==> src/rtl/mm_result_drain_if.sv <==
// Handshake bundle between the compute slices, the result drain and the 8-bit output path.
// master = tile producer / byte consumer side, slave = the drain itself.
interface mm_result_drain_if #(
    parameter int unsigned COMPUTE_SLICES = 4,
    parameter int unsigned ACC_WIDTH      = 16
);
    logic [COMPUTE_SLICES*COMPUTE_SLICES*ACC_WIDTH-1:0] acc_in;
    logic                                               acc_valid;
    logic                                               acc_ready;
    logic                                               mode_sat;
    logic [3:0]                                         shift;
    logic [7:0]                                         out_data;
    logic                                               out_valid;
    logic                                               out_ready;
    logic                                               out_last;
    logic                                               busy;

    modport master (
        output acc_in, acc_valid, mode_sat, shift, out_ready,
        input  acc_ready, out_data, out_valid, out_last, busy
    );

    modport slave (
        input  acc_in, acc_valid, mode_sat, shift, out_ready,
        output acc_ready, out_data, out_valid, out_last, busy
    );
endinterface

==> src/rtl/mm_result_drain.sv <==
// Result drain: shadows one N x N accumulator tile and streams it out a byte per handshake,
// with optional arithmetic shift and int8 saturation per element.
module mm_result_drain #(
    parameter int unsigned COMPUTE_SLICES = 4,
    parameter int unsigned ACC_WIDTH      = 16
) (
    input logic             clk,
    input logic             rst,
    mm_result_drain_if.slave bus
);
    localparam int unsigned ELEMS      = COMPUTE_SLICES * COMPUTE_SLICES;
    localparam int unsigned EW         = (ELEMS > 1) ? $clog2(ELEMS) : 1;
    localparam int unsigned BYTES_FULL = ACC_WIDTH / 8;
    localparam logic signed [ACC_WIDTH-1:0] SAT_MAX = ACC_WIDTH'(127);
    localparam logic signed [ACC_WIDTH-1:0] SAT_MIN = ACC_WIDTH'(-128);

    typedef enum logic [0:0] {StIdle, StStream} state_e;

    state_e                       state_q, state_d;
    logic [EW-1:0]                elem_q, elem_d;
    logic [1:0]                   byte_q, byte_d;
    logic [ELEMS*ACC_WIDTH-1:0]   buf_q, buf_d;
    logic                         sat_q, sat_d;
    logic [3:0]                   shift_q, shift_d;

    logic [ACC_WIDTH-1:0]         elems [ELEMS];
    logic signed [ACC_WIDTH-1:0]  elem_val;
    logic signed [ACC_WIDTH-1:0]  shifted;
    logic signed [31:0]           shifted_ext;
    logic [7:0]                   byte_val;
    logic                         last_byte;
    logic                         last_elem;
    logic                         capture;

    for (genvar i = 0; i < ELEMS; i++) begin : g_elem
        assign elems[i] = buf_q[i*ACC_WIDTH +: ACC_WIDTH];
    end

    // Per-element datapath: shift, then either clamp to int8 or slice a byte of the full value.
    always_comb begin
        elem_val    = $signed(elems[elem_q]);
        shifted     = elem_val >>> shift_q;
        shifted_ext = 32'(shifted);
        if (sat_q) begin
            if (shifted > SAT_MAX) begin
                byte_val = 8'h7f;
            end else if (shifted < SAT_MIN) begin
                byte_val = 8'h80;
            end else begin
                byte_val = shifted[7:0];
            end
        end else begin
            byte_val = shifted_ext[{byte_q, 3'b000} +: 8];
        end
    end

    assign last_byte = (byte_q == (sat_q ? 2'd0 : 2'(BYTES_FULL - 1)));
    assign last_elem = (elem_q == EW'(ELEMS - 1));

    always_comb begin
        bus.out_valid = 1'b0;
        bus.busy      = 1'b0;
        bus.out_last  = 1'b0;
        bus.out_data  = 8'h00;
        bus.acc_ready = 1'b0;
        unique case (state_q)
            StIdle: begin
                bus.acc_ready = 1'b1;
            end
            StStream: begin
                bus.out_valid = 1'b1;
                bus.busy      = 1'b1;
                bus.out_data  = byte_val;
                bus.out_last  = last_elem & last_byte;
                // Only the final byte's handshake frees the buffer, giving back-to-back tiles.
                bus.acc_ready = last_elem & last_byte & bus.out_ready;
            end
            default: ;
        endcase
    end

    assign capture = bus.acc_valid & bus.acc_ready;

    always_comb begin
        state_d = state_q;
        elem_d  = elem_q;
        byte_d  = byte_q;
        buf_d   = buf_q;
        sat_d   = sat_q;
        shift_d = shift_q;
        if (capture) begin
            state_d = StStream;
            elem_d  = '0;
            byte_d  = '0;
            buf_d   = bus.acc_in;
            sat_d   = bus.mode_sat;
            shift_d = bus.shift;
        end else if (state_q == StStream && bus.out_ready) begin
            if (last_byte) begin
                byte_d = '0;
                if (last_elem) begin
                    state_d = StIdle;
                    elem_d  = '0;
                end else begin
                    elem_d = elem_q + 1'b1;
                end
            end else begin
                byte_d = byte_q + 2'd1;
            end
        end
    end

    always_ff @(posedge clk or posedge rst) begin
        if (rst) begin
            state_q <= StIdle;
            elem_q  <= '0;
            byte_q  <= '0;
            buf_q   <= '0;
            sat_q   <= 1'b0;
            shift_q <= '0;
        end else begin
            state_q <= state_d;
            elem_q  <= elem_d;
            byte_q  <= byte_d;
            buf_q   <= buf_d;
            sat_q   <= sat_d;
            shift_q <= shift_d;
        end
    end
endmodule

==> src/flat_wrapper.sv <==
// flat-port wrapper written by rule: the top's interface ports become plain ports
module mm_result_drain_flat 
#(
    parameter int unsigned COMPUTE_SLICES = 4,
    parameter int unsigned ACC_WIDTH      = 16
)
  (clk, rst, bus_acc_in, bus_acc_valid, bus_mode_sat, bus_shift, bus_out_ready, bus_acc_ready, bus_out_data, bus_out_valid, bus_out_last, bus_busy);
  mm_result_drain_if #(.COMPUTE_SLICES(COMPUTE_SLICES), .ACC_WIDTH(ACC_WIDTH)) bus_i ();
  input logic clk;
  input logic rst;
  input wire logic [$bits(bus_i.acc_in)-1:0] bus_acc_in;
  input wire logic [$bits(bus_i.acc_valid)-1:0] bus_acc_valid;
  input wire logic [$bits(bus_i.mode_sat)-1:0] bus_mode_sat;
  input wire logic [$bits(bus_i.shift)-1:0] bus_shift;
  input wire logic [$bits(bus_i.out_ready)-1:0] bus_out_ready;
  output wire logic [$bits(bus_i.acc_ready)-1:0] bus_acc_ready;
  output wire logic [$bits(bus_i.out_data)-1:0] bus_out_data;
  output wire logic [$bits(bus_i.out_valid)-1:0] bus_out_valid;
  output wire logic [$bits(bus_i.out_last)-1:0] bus_out_last;
  output wire logic [$bits(bus_i.busy)-1:0] bus_busy;
  assign bus_i.acc_in = bus_acc_in;
  assign bus_i.acc_valid = bus_acc_valid;
  assign bus_i.mode_sat = bus_mode_sat;
  assign bus_i.shift = bus_shift;
  assign bus_i.out_ready = bus_out_ready;
  assign bus_acc_ready = bus_i.acc_ready;
  assign bus_out_data = bus_i.out_data;
  assign bus_out_valid = bus_i.out_valid;
  assign bus_out_last = bus_i.out_last;
  assign bus_busy = bus_i.busy;
  mm_result_drain #(.COMPUTE_SLICES(COMPUTE_SLICES), .ACC_WIDTH(ACC_WIDTH)) u_core (.clk(clk), .rst(rst), .bus(bus_i));
endmodule
==> config.mk <==
export PLATFORM = sky130hd
export DESIGN_NAME = mm_result_drain_flat
export DESIGN_NICKNAME = d
export VERILOG_FILES = /design/src/rtl/mm_result_drain_if.sv /design/src/rtl/mm_result_drain.sv /design/src/flat_wrapper.sv
export SDC_FILE = /design/constraint.sdc
export NUM_CORES = 1
export LEC_CHECK = 0
export BUFFER_PORTS_ARGS = -buffer_cell sky130_fd_sc_hd__buf_2
export CORE_MARGIN = 3
export CORE_UTILIZATION = 40
export DETAILED_ROUTE_END_ITERATION = 7
export PLACE_DENSITY = 0.72
export SYNTH_ARGS = -nofsm -noshare
export SYNTH_HDL_FRONTEND = slang
export SYNTH_SLANG_ARGS = --single-unit
==> constraint.sdc <==
create_clock -name clk -period 14.75 [get_ports clk]
set_input_delay 1.475 -clock clk [delete_from_list [all_inputs] [get_ports clk]]
set_output_delay 1.475 -clock clk [all_outputs]
set_load 0.02 [all_outputs]
==> results of run 1 <==
[synthesized netlist by cell type, types with 10 or more instances]
library cell    n
nand2_1        45
nor2_1         33
o21ai_0        22
a21oi_1        16
mux2_2        273
buf_2          16
o211ai_1       11
mux4_2         58
a22oi_1        10
nand3_1        15
clkbuf_1       39
dfrtp_1       268
mux2i_1        29
[cell families after synthesis]
family                     share of synthesized area, %
xor gates and xnor gates                          0.196
adders and majority gates                        0.0935
buffers and inverters                              2.91
AOI/OAI and AO/OA                                  6.44
and+or+nand+nor                                    4.67
DFF                                                50.1
muxes                                              35.6
[registers in the layout, summed over array words and instances (netlist names)]
register,count
u_core.buf_q,256
u_core.byte_q,2
u_core.elem_q,4
u_core.sat_q,1
u_core.shift_q,4
u_core.state_q,1
[worst max-delay path: cells and delay by family, from the launching register on]
family / cells / cell delay (ns)
simple gates: 2 / 0.85
compound gates: 6 / 1.84
mux: 1 / 0.17
buf+inv: 2 / 0.91
flops: 1 / 0.61
[power breakdown]
| group | leakage [nW] | total [mW] | switching, mW | internal [mW] |
|---|---|---|---|---|
| registers | 3.31 | 0.985 | 0.153 | 0.832 |
| clock network | 0.536 | 0.802 | 0.314 | 0.488 |
| logic | 3.34 | 1.27 | 0.700 | 0.572 |
| total | 7.18 | 3.06 | 1.17 | 1.89 |
[worst max-delay path by stage]
stage                     start               to  slack, ns
6_report       u_core.elem_q[0]  bus_out_data[4]       8.25
3_3_place_gp   u_core.elem_q[0]  bus_out_data[1]       8.87
2_1_floorplan               rst  u_core.buf_q[0]       5.89
5_1_grt        u_core.elem_q[0]  bus_out_data[4]       7.78
3_5_place_dp   u_core.elem_q[0]  bus_out_data[4]       8.78
4_1_cts        u_core.elem_q[0]  bus_out_data[4]       8.17
[layout make-up]
class / count / share of cell area [%]
inverter: 10 / 0.279
timing repair buffer: 283 / 8.89
clock buffer: 40 / 5.45
antenna: 4 / 0.0621
clock inverter: 16 / 1.29
sequential: 268 / 41.6
tap: 442 / 3.43
multi-input combinational: 619 / 39.0
[metal layers]
layer,track usage [%],up-vias,routed length (µm)
li1,-,4148,-
met1,26.6,4608,15200
met3,5.17,61,2330
met2,33.9,260,17700
met5,0,-,62
met4,5.07,10,911
==> run summary, run 1 <==
run status - complete, no violations
Seq/Total Area, Yosys - 50.1%
Longest Clk Path Bufs - 3
hold endpoint - u_core.buf_q[143]
global-route wire length before repair - 56.3 mm
largest net degree at the start of global routing - 132
Core Region - 32800 µm²
vias in the first global route - 9633
Worst EP arrival - 5.02 ns
placed insts - 1622
TritonCTS clock tree - yes
Crit Path Class - reg -> out
Worst Path Max Fanout - 43
final setup violation count - 0
Clock Pin Slew Worst Setup and Hold Paths - 0.06 ns
DRT antenna net count - 0
hold buffer count at CTS - 0
unrepaired setup endpoints after global routing - false
Worst Reg-to-Reg Cells - 10
DR WL/cell - 21.6 µm
row cnt - 66
total CTS buffers - 30
CTS root buf - clkbuf_16
Final WS setup - 8.25 ns
required time worst endpoint - 13.28 ns
Avg Inst Size Synth - 13.8 µm²
Fillers - 2871
R2R Setup Slk - 9.63 ns
HPWL Detailed - 26.3 mm
P per Cell Area - 190 nW/µm²
Final Max Slew Viols - 0
Synth cell types - 68
dpl ws - 8.78 ns
startpoint types - flop
total number of vias - 9087
Max Fclk - 0.154 GHz
Clock Latency Late Sink - 0.58 ns
Seq cells post-synth - 268
# port buffers - 276
nets - 1478
startpoint of the worst hold path - u_core.buf_q[143]
Synth Instances - 966
initial antenna violation count - 8
1st-pass router iterations - 6
Main synth FF type - dfrtp_1
clk sink count - 268
Post-Route WL - 36.3 mm
Leak - 7.18 nW
PostCTS Resize Cnt - 0
mapped cell area - 13400 µm²
fin crit share - 44.1%
post-route insts no fill - 1682
max_slew headroom - 31.4%
count of final hold-check violations - 0
area leader, netlist - dfrtp_1
crit path capture type - output port
top-area cell type share of the netlist area - 50.1%
Crit path largest cell delay - 0.69 ns
hold slack - 0.500 ns
Cells on Worst Hold Path - 1
register area - 6720 µm²
post-CTS setup buffer count - 0
commonest non-fill, non-tap cells in the layout - 276 x buf_2, 273 x mux2_2, 264 x dfrtp_1
worst-path cell chain - buf_4 > mux2i_1 > a221o_2 > o21ai_4 > o22ai_2 > or3_1 > a2111o_1 > nor4_4 > o21ai_0 > a221oi_1 > buf_2
HP Class - reg -> reg
syn_nets - 1232
most common cell after layout, fill and taps aside - buf_2
largest cells by area after synthesis - dfrtp_1 50%, mux2_2 23%, mux4_2 9.8%, mux2i_1 2.2%, nand2_1 1.3%
# H-tree levels - 1
full die area - 35700 µm²
crit path max-delay cell type - buf_4
Die Ht - 189 µm
Post-synth EDFFs - 0
Post-DP Area - 15000 µm²
GRT Overall Usage - 20.3%
DR iter-0 viols - 443
multi-input logic area - 6280 µm²
Final GP Congestion - 0.880
via-per-instance ratio - 5.40
setup TNS - 0 ns
Starting Density - 40.8%
PnR Total Power - 3.06 mW
Reg-to-Reg End - u_core.buf_q[54]
Final Util - 49.2%
Max Cap Violations - 0
minimum clock period - 6.50 ns
maximum VDD drop - 0.000105 V
DIE WIDTH - 189 µm
Post-Layout Inst Area - 16100 µm²
Ys Warns - 0
worst reg2reg path startpoint - u_core.elem_q[0]
post-synthesis async set-or-reset flop share - 100%
# DRC - 0
grt total ovfl - 0
share of post-route cells with drive strength above 1 - 55.9%
Worst Skew - 0.0144 ns
Area growth syn-to-layout - 20.6%
Worst Tran Pin Value - 1.03 ns
I/O pins - 277
Note: power is estimated with default switching activity, not from simulation.
==> run 2, diff against run 1 <==
--- a/config.mk
+++ b/config.mk
@@ -5,6 +5,7 @@
 export SDC_FILE = /design/constraint.sdc
 export NUM_CORES = 1
 export LEC_CHECK = 0
+export ABC_AREA = 1
 export BUFFER_PORTS_ARGS = -buffer_cell sky130_fd_sc_hd__buf_2
 export CORE_MARGIN = 3
 export CORE_UTILIZATION = 40
==> constraint.sdc (replaced) <==
create_clock -name clk -period 6.2 [get_ports clk]
set_input_delay 0.62 -clock clk [delete_from_list [all_inputs] [get_ports clk]]
set_output_delay 0.62 -clock clk [all_outputs]
set_load 0.02 [all_outputs]
==> run summary, run 2 <==
setup TNS - 0 ns
GRT Overall Usage - 22.2%
Leak - 8.15 nW
unrepaired setup endpoints after global routing - false
DRT antenna net count - 0
top-count cell post-synth - nand2_1
Crit Path Class - reg -> out
Post-synth EDFFs - 0
HP Class - in -> async
Worst Reg-to-Reg Cells - 10
final setup violation count - 0
top-area cell type share of the netlist area - 49.4%
Reg-to-Reg End - u_core.buf_q[208]
Worst Path Max Fanout - 100
Final GP Congestion - 0.841
Most flops, register - u_core.buf_q
PostCTS Resize Cnt - 0
most common cell after layout, fill and taps aside - nand2_1
R2R Setup Slk - 2.20 ns
critical path's most frequent cell - nand3_1
Post-Layout Inst Area - 16000 µm²
Regs by FF count - u_core.buf_q x256, u_core.elem_q x4, u_core.shift_q x4
worst-path cell chain - inv_2 > nand2_1 > nand3_1 > nand3_1 > nand3_1 > nand3_1 > nand3_1 > nand3_1 > nand3_1 > nand2_1 > nand2_1 > nor2_1 > nand2_1 > nand2_2 > nand2_1 > a21oi_1 > buf_2
Area growth syn-to-layout - 17.7%
run status - complete, no violations
Main synth FF type - dfrtp_1
Post-Route WL - 41.0 mm
required time worst endpoint - 5.58 ns
max_slew headroom - 25.8%
largest cells by area after synthesis - dfrtp_1 49%, nand2_1 19%, nand3_1 7.7%, o21ai_0 7.7%, inv_1 4.1%
nets - 2300
Final Max Slew Viols - 0
post-CTS setup buffer count - 0
Die Ht - 190 µm
Worst Skew - 0.0118 ns
vias in the first global route - 12600
via-per-instance ratio - 5.11
# H-tree levels - 1
DIE WIDTH - 190 µm
row cnt - 66
Synth Instances - 1837
Largest register FFs - 256
P per Cell Area - 564 nW/µm²
DR iter-0 viols - 1182
register area - 6720 µm²
Ys Warns - 0
Longest Clk Path Bufs - 3
Worst EP arrival - 4.59 ns
fin crit share - 84.1%
# port buffers - 276
grt total ovfl - 0
commonest non-fill, non-tap cells in the layout - 704 x nand2_1, 276 x buf_2, 265 x dfrtp_1
hold buffer count at CTS - 0
Crit path largest cell delay - 1.05 ns
CTS root buf - clkbuf_16
post-synthesis async set-or-reset flop share - 100%
I/O pins - 277
Max Cap Violations - 0
count of final hold-check violations - 0
crit path max-delay cell type - dfrtp_4
clk sink count - 268
Synth cell types - 24
initial antenna violation count - 1
n_diodes - 0
TritonCTS clock tree - yes
multi-input logic area - 5650 µm²
minimum clock period - 5.21 ns
full die area - 36200 µm²
HPWL Detailed - 28.3 mm
Clock Latency Late Sink - 0.55 ns
Post-synth top cells - 705 x nand2_1, 268 x dfrtp_1, 210 x nand3_1
Clock Pin Slew Worst Setup and Hold Paths - 0.06 ns
Starting Density - 41.1%
area leader, netlist - dfrtp_1
# DRC - 0
largest net degree at the start of global routing - 175
worst reg2reg path startpoint - u_core.elem_q[1]
Avg Inst Size Synth - 7.40 µm²
crit path capture type - output port
mapped cell area - 13600 µm²
share of post-route cells with drive strength above 1 - 16.9%
Max Fclk - 0.192 GHz
Fillers - 3329
maximum VDD drop - 0.000228 V
Seq cells post-synth - 268
syn_nets - 2103
1st-pass router iterations - 5
total CTS buffers - 31
Post-DP Area - 15000 µm²
Seq/Total Area, Yosys - 49.4%
total number of vias - 12800
DR WL/cell - 16.4 µm
Core Region - 33000 µm²
Worst Tran Pin Value - 1.11 ns
global-route wire length before repair - 65.4 mm
startpoint types - flop
[run 2: changes by cell type after synthesis, sizes merged, moves of 8 or more]
cell	change
nand2	+662
nand3	+195
buf	+51
o211ai	+31
mux2	-276
mux2i	-29
o21ai	+200
a21oi	+25
o22ai	-8
nor2	+24
mux4	-60
a22oi	-10
inv	+145
[run 2: worst max path at each step]
stage,startpoint,to,cells after the start
2_1_floorplan,rst,u_core.buf_q[0],1
3_3_place_gp,u_core.elem_q[0],bus_out_data[0],19
3_5_place_dp,u_core.elem_q[0],bus_out_data[1],19
4_1_cts,u_core.elem_q[0],bus_out_data[1],17
5_1_grt,u_core.elem_q[0],bus_out_data[1],19
6_report,u_core.elem_q[0],bus_out_data[1],17
[run 2: power breakdown]
part | switching [mW] | internal (mW)
combinational | 2.74 | 1.37
sequential | 0.577 | 2.57
clock | 0.729 | 1.03
total | 4.05 | 4.97
[run 2: final cells by class]
| class | count | area share (%) |
|---|---|---|
| multi-input cells | 1290 | 35.3 |
| clock buffers | 49 | 5.65 |
| well taps | 442 | 3.46 |
| clock inverters | 7 | 0.438 |
| flip-flops and latches | 268 | 42.0 |
| inverters | 156 | 3.73 |
| repair buffers | 287 | 9.39 |
[run 2: layer usage]
layer  wire length, µm  GRT usage, %  vias to the layer above
li1                  -             -                     6242
met1             18300          31.5                     5944
met2             18600          35.7                      497
met3              2880          3.40                       81
met4              1190          5.87                        0
met5                 0             0                        -
[run 2: critical path, delay by kind of cell (launching register included)]
| kind | cells | cell delay [ns] |
|---|---|---|
| AND/OR/NAND/NOR | 14 | 1.78 |
| buffers and inverters | 2 | 0.91 |
| AO/OA/AOI/OAI | 1 | 0.19 |
| flip-flops | 1 | 1.05 |
[run 2: logic make-up (layout without fill, tap and decap cells)]
kind of cell / count (synthesis) / after routing / share of synthesized area (%)
fa+ha+maj: 1 / 1 / 0.0921
simple gates: 977 / 977 / 29.0
flops: 268 / 268 / 49.4
xor+xnor: 1 / 1 / 0.0645
buf+inv: 279 / 499 / 9.11
compound gates: 311 / 311 / 12.4
[run 2: stage by stage]
step	util [%]	power, mW	hold slack, ns	setup slack, ns	cells
floorplan	-	6.15	0.444	2.04	1837
global placement	45.5	7.19	0.456	1.72	2443
detailed placement	45.5	7.28	0.460	1.61	2443
CTS	48.4	9.07	0.0309	0.991	2499
global route	48.4	9.84	0.0426	0.497	2499
finish	48.4	9.02	0.0429	0.987	2499
==> run 3, diff against run 2 <==
==> constraint.sdc (replaced) <==
create_clock -name clk -period 5.46 [get_ports clk]
set_input_delay 0.546 -clock clk [delete_from_list [all_inputs] [get_ports clk]]
set_output_delay 0.546 -clock clk [all_outputs]
set_load 0.02 [all_outputs]
==> run summary, run 3 (same netlist as run 2, synthesis figures left out) <==
Worst EP arrival - 3.70 ns
setup TNS - 0 ns
critical path's most frequent cell - nand2_1
commonest non-fill, non-tap cells in the layout - 704 x nand2_1, 276 x buf_2, 265 x dfrtp_1
Leak - 8.14 nW
DIE WIDTH - 190 µm
Worst Skew - 0.00814 ns
total number of vias - 12600
hold slack - 0.200 ns
unrepaired setup endpoints after global routing - false
post-CTS setup buffer count - 0
I/O pins - 277
fin crit share - 77.7%
total CTS buffers - 29
Longest Clk Path Bufs - 3
Area growth syn-to-layout - 17.6%
1st-pass router iterations - 5
Crit Path Class - reg -> out
grt total ovfl - 0
initial antenna violation count - 0
Final Max Slew Viols - 0
via-per-instance ratio - 5.06
nets - 2301
Clock Latency Late Sink - 0.54 ns
# H-tree levels - 1
count of final hold-check violations - 0
worst-path cell chain - inv_2 > nand3_1 > nand3_1 > nand3_1 > nand3_1 > nand3_1 > nand2_1 > nand2_1 > nand2_1 > nand2_1 > nand2_1 > nand2_1 > nor2_1 > nand2_1 > nand2_2 > nand2_1 > a21oi_1 > buf_2
max_slew headroom - 36.5%
R2R Setup Slk - 1.87 ns
DR WL/cell - 16.3 µm
Starting Density - 41.1%
Final Util - 48.4%
# port buffers - 276
hold buffer count at CTS - 0
crit path max-delay cell type - inv_2
DRT antenna net count - 0
CTS root buf - clkbuf_16
Max Cap Violations - 0
full die area - 36200 µm²
global-route wire length before repair - 65.1 mm
HP Class - in -> async
row cnt - 66
maximum VDD drop - 0.000317 V
Regs by FF count - u_core.buf_q x256, u_core.elem_q x4, u_core.shift_q x4
Final GP Congestion - 0.855
startpoint types - flop
Die Ht - 190 µm
run status - complete, no violations
Worst Path Max Fanout - 48
vias in the first global route - 12600
DR iter-0 viols - 1110
Max Fclk - 0.236 GHz
Largest register FFs - 256
required time worst endpoint - 4.91 ns
n_diodes - 0
largest net degree at the start of global routing - 204
GRT Overall Usage - 22.2%
Post-Route WL - 40.7 mm
minimum clock period - 4.24 ns
placed insts - 2446
Crit path largest cell delay - 0.64 ns
Fillers - 3366
Clock Pin Slew Worst Setup and Hold Paths - 0.06 ns
Final WS setup - 1.22 ns
clk sink count - 268
TritonCTS clock tree - yes
dpl ws - 1.81 ns
HPWL Detailed - 28.4 mm
Most flops, register - u_core.buf_q
final setup violation count - 0
PostCTS Resize Cnt - 0
Core Region - 33000 µm²
Worst Tran Pin Value - 0.953 ns
crit path capture type - output port
post-route insts no fill - 2496
P per Cell Area - 637 nW/µm²
most common cell after layout, fill and taps aside - nand2_1
# DRC - 0
share of post-route cells with drive strength above 1 - 17.1%
run 3: power by group:
| part | leakage (nW) | switching, mW | internal, mW | total (mW) |
|---|---|---|---|---|
| clock network | 0.449 | 0.807 | 1.13 | 1.93 |
| logic | 4.37 | 3.28 | 1.56 | 4.84 |
| registers | 3.31 | 0.482 | 2.92 | 3.41 |
run 3: worst max-delay path, delay by kind of cell, from the launching register on:
family / cells / cell delay [ns]
simple gates: 15 / 1.67
buf+inv: 2 / 0.82
flops: 1 / 0.47
compound gates: 1 / 0.15
run 3: layer usage:
layer / track usage [%] / part of all wire (%)
met5: 0 / 0
met4: 6.15 / 2.8
met3: 2.72 / 6.5
met2: 36.2 / 46
met1: 31.4 / 45
run 3: per-stage QoR:
step,area [µm²],power [mW]
after detailed placement,15100,8.26
after global placement,15100,8.17
after CTS,16000,10.2
after global routing,16000,11.1
final,16000,10.2
after floorplan,13600,6.99
run 3: cell type report:
cell class                 count  area, µm²  share of cell area, %
clock buffer                  35        758                   4.75
clock inverter                15        169                   1.06
inverter                     156        597                   3.74
multi-input combinational   1290       5650                   35.4
sequential                   268       6720                   42.0
tap                          442        553                   3.46
timing repair buffer         290       1540                   9.62
run 3: path summary, 6_finish.rpt:
check	from	end	cells after the start
min in group clk	bus_acc_in[5]	u_core.buf_q[5]	3
max in group asynchronous	rst	u_core.elem_q[0]	3
worst max-delay path	u_core.elem_q[1]	bus_out_data[5]	18
worst max register to register	u_core.elem_q[0]	u_core.buf_q[201]	11
worst min register to register	u_core.buf_q[160]	u_core.buf_q[160]	2
worst min-delay path	rst	u_core.buf_q[115]	3
